**src/rtl/aes_mask_gen.sv**
```systemverilog
// Multi-round AES mask generator: WIDTH-bit mask state plus rotating round key, driven by
// an IDLE/ROUND FSM with ready/valid. Optional zeroize input under AES_MASK_GEN_ZEROIZE_EN.
module aes_mask_gen #(
  parameter int WIDTH  = 128,
  parameter int ROUNDS = 10,
  parameter int ROT0   = 19,
  parameter int ROT1   = 22
) (
  input  logic             clk,
  input  logic             reset_n,
  input  logic             init,
  input  logic             next,
  input  logic             finalize,
`ifdef AES_MASK_GEN_ZEROIZE_EN
  input  logic             zeroize,
`endif
  input  logic [WIDTH-1:0] key,
  input  logic             keylen,
  input  logic [WIDTH-1:0] block,
  output logic [WIDTH-1:0] result,
  output logic             ready,
  output logic             valid
);

  localparam int CW = $clog2(ROUNDS) + 1;
  localparam logic [CW-1:0] LAST_ROUND = CW'(ROUNDS - 1);

  typedef enum logic {
    IDLE  = 1'b0,
    ROUND = 1'b1
  } fsm_t;

  fsm_t             fsm_r, fsm_s;
  logic [WIDTH-1:0] state_r, state_s;
  logic [WIDTH-1:0] round_key_r, round_key_s;
  logic             key_sel_r, key_sel_s;
  logic [CW-1:0]    round_ctr_r, round_ctr_s;
  logic             valid_r, valid_s;

  function automatic logic [WIDTH-1:0] rot_key(input logic [WIDTH-1:0] v, input logic sel);
    if (sel) begin
      rot_key = (v >> ROT1) | (v << (WIDTH - ROT1));
    end else begin
      rot_key = (v >> ROT0) | (v << (WIDTH - ROT0));
    end
  endfunction

  // Next-state and datapath update; commands only sampled in IDLE, init > next > finalize
  always_comb begin
    fsm_s       = fsm_r;
    state_s     = state_r;
    round_key_s = round_key_r;
    key_sel_s   = key_sel_r;
    round_ctr_s = round_ctr_r;
    valid_s     = valid_r;
    case (fsm_r)
      IDLE: begin
        if (init) begin
          state_s     = block;
          round_key_s = key;
          key_sel_s   = keylen;
          valid_s     = 1'b0;
        end else if (next) begin
          fsm_s       = ROUND;
          round_ctr_s = '0;
          valid_s     = 1'b0;
        end else if (finalize) begin
          state_s     = state_r ^ block;
          round_key_s = round_key_r ^ key;
          valid_s     = 1'b1;
        end else begin
          fsm_s = IDLE;
        end
      end
      ROUND: begin
        state_s     = state_r ^ round_key_r;
        round_key_s = rot_key(round_key_r, key_sel_r);
        if (round_ctr_r == LAST_ROUND) begin
          fsm_s       = IDLE;
          round_ctr_s = '0;
        end else begin
          round_ctr_s = round_ctr_r + CW'(1);
        end
      end
      default: begin
        fsm_s       = IDLE;
        round_ctr_s = '0;
      end
    endcase
`ifdef AES_MASK_GEN_ZEROIZE_EN
    // Zeroize overrides everything, including a run in progress
    if (zeroize) begin
      fsm_s       = IDLE;
      state_s     = '0;
      round_key_s = '0;
      key_sel_s   = 1'b0;
      round_ctr_s = '0;
      valid_s     = 1'b0;
    end else begin
      fsm_s = fsm_s;
    end
`endif
  end

  // State and datapath registers
  always_ff @(posedge clk or negedge reset_n) begin
    if (!reset_n) begin
      fsm_r       <= IDLE;
      state_r     <= '0;
      round_key_r <= '0;
      key_sel_r   <= 1'b0;
      round_ctr_r <= '0;
      valid_r     <= 1'b0;
    end else begin
      fsm_r       <= fsm_s;
      state_r     <= state_s;
      round_key_r <= round_key_s;
      key_sel_r   <= key_sel_s;
      round_ctr_r <= round_ctr_s;
      valid_r     <= valid_s;
    end
  end

  assign result = state_r;
  assign ready  = (fsm_r == IDLE);
  assign valid  = valid_r;

endmodule

```
**config.mk**
```make
export PLATFORM = sky130hd
export DESIGN_NAME = aes_mask_gen
export DESIGN_NICKNAME = d
export VERILOG_FILES = /design/src/rtl/aes_mask_gen.sv
export SDC_FILE = /design/constraint.sdc
export NUM_CORES = 1
export LEC_CHECK = 0
export ABC_CLOCK_PERIOD_IN_PS = 3900
export BUFFER_PORTS_ARGS = -buffer_cell sky130_fd_sc_hd__buf_2
export CAP_MARGIN = 20
export CORE_ASPECT_RATIO = 1.5
export CORE_MARGIN = 5
export CORE_UTILIZATION = 30
export CTS_CLUSTER_DIAMETER = 120
export CTS_CLUSTER_SIZE = 40
export DETAILED_ROUTE_END_ITERATION = 6
export PLACE_DENSITY = 0.59
export SLEW_MARGIN = 20
export SYNTH_ARGS = -nofsm -noshare
export SYNTH_HDL_FRONTEND = slang
export SYNTH_SLANG_ARGS = --single-unit
```
**constraint.sdc**
```tcl
create_clock -name clk -period 3.9 [get_ports clk]
set_input_delay 0.195 -clock clk [delete_from_list [all_inputs] [get_ports clk]]
set_output_delay 0.195 -clock clk [all_outputs]
set_load 0.005 [all_outputs]
```
## Word level (Yosys, flattened, before mapping)

Cells that the tools add are included.

- Add/subtract/negate cells: 1
- Eq/ne operators: 5
- Mux-type cells: 20
- Bitwise operators: 6
- Reduce and logical (&&, ||, !) cells: 5

Operators with widths:

| cell | number |
|---|---|
| two-way mux 128 bit | 7 |
| case mux 128 bit (2 select lines) | 2 |
| bitwise XOR 128 bit | 3 |
| bitwise OR 106 x 128 -> 128 bit | 1 |
| bitwise OR 109 x 128 -> 128 bit | 1 |
| two-way mux 5 bit | 3 |
| case mux 5 bit (2 select lines) | 1 |
| AND reduction 2 bit | 4 |
| two-way mux 1 bit | 6 |
| inequality test 3 bit, second input constant | 2 |
| adder 5 x 1 -> 5 bit, second input constant | 1 |
| equality test 5 x 4 -> 1 bit, second input constant | 1 |
| inequality test 2 bit, second input constant | 2 |
| nonzero test 3 bit | 1 |
| case mux 1 bit (2 select lines) | 1 |
| inverter 1 bit | 1 |

- Register bits after elaboration: 264
- Bits of input ports: 262
- Output and inout port bits: 130
- Logic and storage cells: 43

## Depth between registers and ports, before layout

- Depth in word-level cells: 5
- Depth in mapped cells: 6
- Depth with buffers taken out: 5

## Worst setup path before layout

No wires, ideal clock.

- Kind: flip-flop to flip-flop
- Start: register fsm_r
- End: register round_key_r[38]
- Setup time: 151 ps
- Arrival: 1302 ps
- Required time: 3749 ps
- Path slack: 2447 ps
- Stages on the path, launching flop included: 6
- Buffers on the path: 3
- Period minus slack after synthesis: 1453 ps
- Cell sequence: dfrtp_1 > buf_2 > nor2_1 > buf_2 > clkbuf_1 > a221oi_1

- Longest elaborated chain between the ends: 3
- Elaborated cells between the ends (all ways): 5
- Those cells by class: 2 x eq/ne; 1 x mux; 1 x bitwise; 1 x reduce/logical

Ends and longest elaborated chain:

| element | RTL line | source |
|---|---|---|
| from (decl) | 33 | `fsm_t fsm_r, fsm_s;` |
| from (signal assigned) | 115 | `fsm_r <= fsm_s;` |
| inverter 1 bit (no line) | -- |  |
| inequality test 3 bit (no line) | -- |  |
| AND reduction 2 bit (no line) | -- |  |
| to (signal assigned) | 117 | `round_key_r <= round_key_s;` |
| to (decl) | 35 | `logic [WIDTH-1:0] round_key_r, round_key_s;` |

Several ways; a longest one is shown, not always the timed one.
A chain may end at the register's enable or synchronous reset.

## Final worst setup path

- Start: register fsm_r
- End: output ready

- Longest elaborated chain between the ends: 1

Ends and longest elaborated chain:

| element | RTL line | source |
|---|---|---|
| inverter 1 bit (no line) | -- |  |
| to (decl) | 21 | `output logic ready,` |

No other way between the ends.

==> metrics.md <==
| Metric | Value |
|---|---|
| Status | complete, no violations |
| Worst-Margin Slew | 1.219 ns |
| Hpwl dp | just under 50 mm |
| Yosys warns | 0 |
| Crit path kind | reg -> out |
| Sw power | 8.824 mW |
| HP Class | in -> reg |
| Minimum clock period | 2.739 ns |
| Clock transition at path regs | 0.15 ns |
| RSZ-0062 raised after global routing | no |
| Seq pwr share | 40.3% |
| Peak Freq | 365.0 MHz |
| Total congestion overflow | 0 |
| Slew HR | 18.72% |
| Max-slew violations | 0 |
| IO Port Bufs | 391 |
| Resized cells post-CTS | 0 |
| Fillers | about 6200 |
| WL per Instance | 22.72 um |
| Top-count cell post-synth | dfrtp_1 |
| Crit path required time | 3.70 ns |
| Synth top area share | 35.31% |
| Startpoint types | flop |
| Die W | 213.9 um |
| Die area | 67570 um2 |
| P per Cell Area | 796.6 nW/um2 |
| Core box area | 62080 um2 |
| Share of layout cells above drive strength 1 | 23.11% |
| Via Count | 17208 |
| Worst-case clock buffer depth | 3 |
| Average size of a mapped cell | ~10 um2 |
| DRT iter0 DRCs | 1303 |
| Critical Path End Type | output pin |
| Cell row count | 112 |
| H-tree depth | 1 |
| Share of the clock period used by the worst path | roughly 70% |
| Peak VDD IR | 0.0004158 V |
| Largest net degree at the start of global routing | 195 |
| # nets final | 2561 |
| P_leak | 8.944 nW |
| Power, Total | 18.37 mW |
| TritonCTS clock tree | done |
| Async set-or-reset flop fraction in the synthesized netlist | 100.0% |
| Internal power | 9.544 mW |
| Tot GR Track Use | 19.84% |
| Net Sw Frac | 48.04% |
| Wire length reported by the detailed router | 70.63 mm |
| Vias in the first global route | about 17000 |
| Logic pwr share | ~50% |
| Starting Density | a little under a third |
| Synth cell types | 30 |
| Die Y | between 300 and 400 um |
| Flop and latch count out of synthesis | between 200 and 300 |
| Area Growth Syn to Fin | 23.24% |
| CP arrival | between 2 and 3 ns |
| First-pass GRT wire length | 107.1 mm |
| Gp weighted congestion | between 0.8 and 0.9 |
| Final setup viols | 0 |
| Syn_nets | 2137 |
| Post-Syn Area | 18710 um2 |
| Via/cell ratio | 5.537 |
| Num CTS Buffers | 12 |
| Number of flops mapped to enable cells by yosys | 0 |
| CP Max Fanout | roughly 140 |
| Post-synth top cells | 264 x dfrtp_1, 258 x nand2_1, 257 x mux2i_1 |
| Clock Power Share | under 10% |
| Max Cap Viol | 0 |
| # IOs | 392 |
| Primary FF master, synth | dfrtp_1 |
| Placed Area | 20950 um2 |
| CTS root buf | clkbuf_16 |
| Hold Vio Cnt, Final | 0 |
| Seq/Total Area, Yosys | 35.31% |
| # DRC | 0 |
| Fin Setup TNS | 0 ns |
| Area contributors post-synth | dfrtp_1 35%, mux2i_1 14%, a211oi_1 10% |
| Skew-Pair Late Insertion Delay | 0.56 ns |
| Clock sink count | 264 |
| Syn Inst Count | between 1500 and 2000 |
| Largest area contributor in the netlist | dfrtp_1 |
| Fin area | ~23000 um2 |
| Post-DRT Antenna Nets | 0 |
| Pre-antenna DRT Iters | 5 |
| Clk_skew | 0.06509 ns |
| Initial antenna violation count | 9 |
cells in the final DEF (no fill, tap or decap), types with 11 or more instances in the layout:
master	n
a221oi_1	163
xnor2_1	129
nor2b_1	129
buf_12	11
dlygate4sd3_1	166
buf_4	12
mux2i_1	257
a211oi_1	256
a21oi_1	130
clkbuf_16	13
a221oi_2	93
dfrtp_1	262
nand2_1	258
buf_2	390
sequential cells by signal, summed over array words and instances, names as in the netlist:
register / flops
round_ctr_r: 5
result: 128
valid: 1
round_key_r: 128
key_sel_r: 1
fsm_r: 1
routing by layer:
| layer | vias up | share of wire [%] | track usage [%] |
|---|---|---|---|
| li1 | 8092 | - | - |
| met4 | 2 | 2.9 | 5.713 |
| met1 | 8546 | 42 | 24.97 |
| met5 | - | 0.011 | 0 |
| met3 | 93 | 4.1 | 2.203 |
| met2 | 475 | 51 | 36.06 |
final timing paths:
check,slack [ns],endpoint,startpoint,cells past startpoint
setup / recovery,1.16,ready,fsm_r$_DFF_PN0_,3
hold / removal,0.03,result[98]$_DFFE_PN0P_,block[98],3
setup reg to reg,1.64,round_key_r[75]$_DFFE_PN0P_,fsm_r$_DFF_PN0_,4
hold reg to reg,0.57,round_ctr_r[0]$_DFFE_PN0P_,round_ctr_r[0]$_DFFE_PN0P_,1
max in group asynchronous,2.67,result[72]$_DFFE_PN0P_,reset_n,3
min in group asynchronous,0.16,result[48]$_DFFE_PN0P_,reset_n,2
kinds of logic after synthesis:
group | share of synthesized area, %
DFF | 35.31
muxes | 13.75
xor gates and xnor gates | 6.085
adders and majority gates | 0.1337
and+or+nand+nor | 9.844
AOI/OAI and AO/OA | 29.11
buffers and inverters | 5.771
power by group through the flow:
| stage | clock [mW] | sequential [mW] | combinational [mW] |
|---|---|---|---|
| floorplan | 0 | 6.08 | 6.97 |
| detailed placement | 0 | 7.50 | 9.08 |
| CTS | 1.86 | 7.45 | 9.27 |
| global route | 1.92 | 7.70 | 10.2 |
| global placement | 0 | 7.43 | 8.78 |
| finish | 1.78 | 7.40 | 9.18 |
what timing repair did:
action                                 in CTS  in global routing
buffers inserted                            0                  0
hold buffers                              166                  0
endpoints found under the hold margin     214                  0
area by class of cell:
class,instances,area [um2],area share (%)
sequential,264,6614,28.68
tap,798,998.5,4.330
clock buffer,14,329.1,1.427
antenna,8,20.02,0.08682
inverter,3,26.28,0.1140
timing repair buffer,580,3939,17.08
multi-input combinational,1436,11040,47.86
clock inverter,5,95.09,0.4124
critical path, cell delays in order (launching register included):
cell	delay, ns
dfrtp_4	0.56
inv_8	0.55
buf_4	0.58
buf_2	0.22
stage by stage:
step	cells	hold WS, ns	setup WS, ns	util, %
after floorplan	1873	-0.1006	2.447	-
after global placement	2915	0.1740	1.710	33.75
after detailed placement	2915	0.1754	1.701	33.75
final	3108	0.02950	1.161	37.14
after global routing	3106	0.01572	1.026	37.14
after CTS	3100	0.00005268	1.150	37.11
(Power assumes the default switching activity.)
